**src/rtl/ps2_key_event_encoder.sv**
```systemverilog
// ---------------------------------------------------------------------------
// ps2_key_event_encoder
//
// Purpose:
//   Turns a stream of raw PS/2 set-2 scancode bytes into the 11-bit ps2_key
//   event word consumed by core-side keyboard handlers:
//       ps2_key[10]  toggle  - inverts on every event, so a consumer can
//                              detect new events without watching the strobe
//       ps2_key[9]   pressed - 1 for make, 0 for break (F0 prefix seen)
//       ps2_key[8]   ext     - 1 when the E0 extended prefix was seen
//       ps2_key[7:0] code    - the terminating scancode byte
//   The E0/F0 prefixes may arrive in either order and repeat harmlessly.
//   The eight-byte Pause sequence (E1 + 7 bytes) collapses into a single
//   "pressed, extended, 0x77" event and never produces a release.
//   Keyboard control/response bytes are swallowed and drop any prefix.
//   A prefix left dangling for TIMEOUT cycles without a new byte is dropped.
//
// Parameters:
//   TIMEOUT - idle clk_sys cycles before a pending prefix is discarded (>= 2)
//   TW      - width of the idle counter, 2**TW must exceed TIMEOUT
//
// Ports:
//   clk_sys    in   1   system clock, rising edge
//   reset      in   1   synchronous active-high reset
//   byte_in    in   8   received scancode byte
//   byte_valid in   1   one-cycle qualifier for byte_in (may be back to back)
//   ps2_key    out  11  {toggle, pressed, ext, code[7:0]}, holds between events
//   key_strobe out  1   one-cycle pulse coincident with each ps2_key update
//   busy       out  1   high while a prefix or Pause sequence is pending
// ---------------------------------------------------------------------------
module ps2_key_event_encoder #(
    parameter int TIMEOUT = 2457600,
    parameter int TW      = 22
) (
    input  logic        clk_sys,
    input  logic        reset,
    input  logic [7:0]  byte_in,
    input  logic        byte_valid,
    output logic [10:0] ps2_key,
    output logic        key_strobe,
    output logic        busy
);

    typedef enum logic [1:0] {
        IDLE,
        PREFIX,
        PAUSE
    } state_t;

    localparam logic [7:0]    BYTE_EXT    = 8'hE0;
    localparam logic [7:0]    BYTE_BREAK  = 8'hF0;
    localparam logic [7:0]    BYTE_PAUSE  = 8'hE1;
    localparam logic [7:0]    PAUSE_CODE  = 8'h77;
    localparam logic [2:0]    PAUSE_SKIP  = 3'd7;
    localparam logic [TW-1:0] LAST_COUNT  = TW'(TIMEOUT - 1);

    state_t        r_state;
    logic          r_ext;
    logic          r_brk;
    logic [2:0]    r_skip;
    logic [TW-1:0] r_count;
    logic [10:0]   r_key;
    logic          r_strobe;
    logic          r_busy;

    state_t        w_nextState;
    logic          w_nextExt;
    logic          w_nextBrk;
    logic [2:0]    w_nextSkip;
    logic [TW-1:0] w_nextCount;
    logic          w_emit;
    logic          w_evPressed;
    logic          w_evExt;
    logic [7:0]    w_evCode;
    logic          w_isControl;

    // Bytes the keyboard sends as protocol responses rather than keys
    // (ACK, BAT result, echo, resend, errors). They never form an event.
    always_comb begin
        w_isControl = 1'b0;
        case (byte_in)
            8'h00, 8'hAA, 8'hEE, 8'hFA,
            8'hFC, 8'hFD, 8'hFE, 8'hFF: w_isControl = 1'b1;
            default:                    w_isControl = 1'b0;
        endcase
    end

    // Next-state and event decode. A valid byte always takes priority over
    // the idle timeout, so a byte arriving on the expiry cycle is still
    // decoded with the prefix flags it was preceded by.
    always_comb begin
        w_nextState = r_state;
        w_nextExt   = r_ext;
        w_nextBrk   = r_brk;
        w_nextSkip  = r_skip;
        w_nextCount = r_count;
        w_emit      = 1'b0;
        w_evPressed = 1'b0;
        w_evExt     = 1'b0;
        w_evCode    = 8'h00;

        if (byte_valid) begin
            w_nextCount = '0;
            if (r_state == PAUSE) begin
                // Inside Pause every byte is just counted; the last one
                // stands in for the whole sequence.
                if (r_skip == 3'd1) begin
                    w_emit      = 1'b1;
                    w_evPressed = 1'b1;
                    w_evExt     = 1'b1;
                    w_evCode    = PAUSE_CODE;
                    w_nextSkip  = 3'd0;
                    w_nextState = IDLE;
                end else begin
                    w_nextSkip = r_skip - 3'd1;
                end
            end else if (byte_in == BYTE_EXT) begin
                w_nextExt   = 1'b1;
                w_nextState = PREFIX;
            end else if (byte_in == BYTE_BREAK) begin
                w_nextBrk   = 1'b1;
                w_nextState = PREFIX;
            end else if (byte_in == BYTE_PAUSE) begin
                // A Pause start abandons any half-built prefix.
                w_nextExt   = 1'b0;
                w_nextBrk   = 1'b0;
                w_nextSkip  = PAUSE_SKIP;
                w_nextState = PAUSE;
            end else if (w_isControl) begin
                w_nextExt   = 1'b0;
                w_nextBrk   = 1'b0;
                w_nextState = IDLE;
            end else begin
                w_emit      = 1'b1;
                w_evPressed = ~r_brk;
                w_evExt     = r_ext;
                w_evCode    = byte_in;
                w_nextExt   = 1'b0;
                w_nextBrk   = 1'b0;
                w_nextState = IDLE;
            end
        end else if (r_state != IDLE) begin
            // Stale prefix: the keyboard stopped mid-sequence, so drop it
            // rather than attach it to some unrelated later key.
            if (r_count == LAST_COUNT) begin
                w_nextExt   = 1'b0;
                w_nextBrk   = 1'b0;
                w_nextSkip  = 3'd0;
                w_nextCount = '0;
                w_nextState = IDLE;
            end else begin
                w_nextCount = r_count + TW'(1);
            end
        end
    end

    // State, flags and registered outputs. ps2_key is written in one go so
    // the toggle bit and the payload always change together.
    always_ff @(posedge clk_sys) begin
        if (reset) begin
            r_state  <= IDLE;
            r_ext    <= 1'b0;
            r_brk    <= 1'b0;
            r_skip   <= 3'd0;
            r_count  <= '0;
            r_key    <= 11'h000;
            r_strobe <= 1'b0;
            r_busy   <= 1'b0;
        end else begin
            r_state  <= w_nextState;
            r_ext    <= w_nextExt;
            r_brk    <= w_nextBrk;
            r_skip   <= w_nextSkip;
            r_count  <= w_nextCount;
            r_strobe <= w_emit;
            r_busy   <= (w_nextState != IDLE);
            if (w_emit) begin
                r_key <= {~r_key[10], w_evPressed, w_evExt, w_evCode};
            end
        end
    end

    assign ps2_key    = r_key;
    assign key_strobe = r_strobe;
    assign busy       = r_busy;

endmodule

```
**config.mk**
```make
export PLATFORM = sky130hd
export DESIGN_NAME = ps2_key_event_encoder
export DESIGN_NICKNAME = d
export VERILOG_FILES = /design/src/rtl/ps2_key_event_encoder.sv
export SDC_FILE = /design/constraint.sdc
export NUM_CORES = 1
export LEC_CHECK = 0
export CAP_MARGIN = 20
export CORE_MARGIN = 2
export CORE_UTILIZATION = 30
export CTS_BUF_LIST = sky130_fd_sc_hd__clkbuf_2
export CTS_CLUSTER_SIZE = 40
export DETAILED_ROUTE_END_ITERATION = 6
export SETUP_SLACK_MARGIN = 0.1
export SLEW_MARGIN = 15
export SYNTH_ARGS = -nofsm -noshare
export SYNTH_HDL_FRONTEND = slang
export SYNTH_SLANG_ARGS = --single-unit
```
**constraint.sdc**
```tcl
create_clock -name clk_sys -period 1.8 [get_ports clk_sys]
set_input_delay 0.27 -clock clk_sys [delete_from_list [all_inputs] [get_ports clk_sys]]
set_output_delay 0.27 -clock clk_sys [all_outputs]
set_load 0.02 [all_outputs]
```
==> impl_metrics.yaml <==
status:
  outcome: "complete, no violations"
sta:
  hold_violations: 0
  final.setup.tns_ns: 0
  fin_crit_sh: 0.924
  timing.fmax_mhz: 601
  worst_slew_pin_slew_ns: 0.431
  holdWs_ns: 0.272
  slew_viol_final: 0
  max_slew_margin: 0.711
  fin_crit_ns: 1.66
  rsz0062_at_grt: "true"
  fin_ws_ns: 0.137
  final-setup-viol-count: 0
  skew_ns: 0.0203
setup_path:
  path_delay_family: "simple AND/OR/NAND/NOR gates"
  crit_type: "reg2reg"
  endpoint_kind: "flop"
  path_cells: "nor4b_4, nand4_1, or4_4, nand3_1, o2111ai_1"
  worstPathMaxFanout: 4
  r2r-start: "r_count[15]"
  critPathLaunch: "r_count[15]"
  cpPeakStageDelay_ns: 0.53
  critPathSlowestCell: "or4_4"
  start_kind: "flop"
  worstPathBufferInverterCount: 0
  crit_required_ns: 2.09
  arrival_ns: 1.95
global_route:
  grt_first_pass_wirelength_um: 8490
  grt_pass1_vias: 1927
  grt_max_degree: 19
  track_usage: 0.134
  gr-total-overflow: 0
  antenna_found_initial: 0
logic_synthesis:
  avgSynthCellArea_sq_um: 9.06
  synth_edf_count: 0
  yosysWarnings: 0
  synth-main-ff-cell: "dfxtp_1"
  ys_seq_area_frac: 0.385
  syn_inst: 241
  ys_types: 50
  synth_nets: 255
  synthArstFlopShare: 0
  syn-cell-area_sq_mm: 0.00218
  ys_seq_elements: 42
layout:
  synthToLayoutAreaGrowth_pct: 32.5
  layout_common_cells: "nor2_1 (40), buf_4 (39), dfxtp_1 (34)"
  insertedDiodeCount: 0
  fin_cells: 403
  final_nets: 318
  layout-drive-gt1-share: 0.276
  finalInstanceArea_sq_mm: 0.00290
  postLayoutCoreUtil: 0.406
  layout_commonest_cell: "nor2_1"
clock_tree:
  htree_num_levels: 2
  clk_pin_slew_ns: 0.21
  ctsRootBufferMaster: "clkbuf_2"
  numCtsBuffers: 5
  cts.sinks: 42
  cts_hold_buffers: 0
  insertion_delay_ns: 0.39
  cts_tree: "yes"
  cts_buffer_depth: 2
route:
  drt_iter0_markers: 50
  drtPass1Iterations: 4
  ant_nets: 0
  vias: 1934
  wl_um: 4840
  wl_per_cell_um: 12.0
  via_per_inst: 4.80
  drc: 0
pwr:
  power.net_switching_mw: 0.420
  leakage_nw: 1.21
  pwr-share-comb: 0.149
  total_power_mw: 1.59
  seq_power_share: 0.604
  clkPwrFrac: 0.247
  swShare: 0.264
  ir_drop_mv: 0.230
  power.density_mw_per_mm2: 550
  internal_power_mw: 1.17
die:
  row_count: 31
  die_w_um: 89.3
  core_area_sq_mm: 0.00714
  initial_core_util: 0.306
  fp.dieArea_sq_mm: 0.00798
  pin_count: 24
  die_height_um: 89.3
hold_path:
  min_from: "byte_in[7]"
  hold_class: "in2reg"
placement:
  dp.cells: 394
  dpl_worst_slack_ns: -0.308
  port_buffers: 23
  dp_hpwl_um: 3730
  placed_cell_area_sq_mm: 0.00278
  gp_congestion: 0.839
flow_run:
  drv_cap: 0
## synthesized netlist by cell type (3+ instances only)
cell type | instances | area share
xor2_1 | 14 | 0.056
and3_1 | 5 | 0.014
nor4_1 | 3 | 0.0086
nor2b_1 | 6 | 0.017
and4_1 | 3 | 0.012
xnor2_1 | 7 | 0.028
dfxtp_1 | 42 | 0.38
inv_1 | 6 | 0.010
nand4_1 | 6 | 0.017
nor2_1 | 40 | 0.069
buf_2 | 4 | 0.0092
ha_1 | 3 | 0.017
nor3_1 | 9 | 0.021
o21ai_0 | 6 | 0.014
a211oi_1 | 11 | 0.038
a21oi_1 | 10 | 0.023
nand2_1 | 17 | 0.029
nand3_1 | 9 | 0.021
## repair_timing
item,4_1_cts,5_1_grt
setup buffers,0,2
pin swaps,0,1
resized for setup,3,21
setup endpoints to repair,4,39
## routing by layer
metal  wire, um  vias to the layer above  global-route usage
met4         64                        0              0.0461
li1           -                      980                   -
met3        147                        5              0.0314
met5          0                        -                   0
met1       2350                      921               0.170
met2       2280                       28               0.224
## path summary, 6_finish.rpt
| path | endpoint | slack, ns | cells past startpoint |
|---|---|---|---|
| worst min register to register | r_count[1] | 0.48 | 2 |
| worst max register to register | busy | 0.14 | 5 |
| worst max-delay path | busy | 0.14 | 5 |
| worst min-delay path | ps2_key[7] | 0.27 | 3 |
## cell families after synthesis
logic type      count (synthesis)  share of synthesized area
mux                             1                    0.00687
fa+ha+maj                       3                     0.0172
xor+xnor                       21                     0.0842
compound gates                 40                      0.161
flops                          42                      0.385
simple gates                  121                      0.317
buf+inv                        13                     0.0286
## sequential cells by signal (all words and copies together), names as in the netlist
register / cells
ps2_key: 11
r_brk: 1
r_ext: 1
key_strobe: 1
busy: 1
r_count: 22
r_skip: 3
r_state: 2
## power by group through the flow
stage / Clock (mW) / Combinational (mW) / Sequential [mW]
detailed placement: 0 / 0.241 / 0.981
global placement: 0 / 0.240 / 0.981
floorplan: 0 / 0.0915 / 1.01
finish: 0.394 / 0.237 / 0.961
CTS: 0.421 / 0.242 / 0.963
global route: 0.465 / 0.255 / 0.966
## worst register-to-register path, cell delays in order, from the launching register on
cell and delay (ns):
dfxtp_2 0.37, nor4b_4 0.28, nand4_1 0.14, or4_4 0.53, nand3_1 0.12, o2111ai_1 0.13
## final cells by class
| type | count | area (sq um) |
|---|---|---|
| clock buffer | 7 | 35.0 |
| fill | 764 | 4240 |
| inverter | 6 | 22.5 |
| multi-input combinational | 186 | 1300 |
| sequential | 42 | 851 |
| tap | 99 | 124 |
| timing repair buffer | 63 | 559 |
Note: power is estimated with default switching activity, not from simulation.
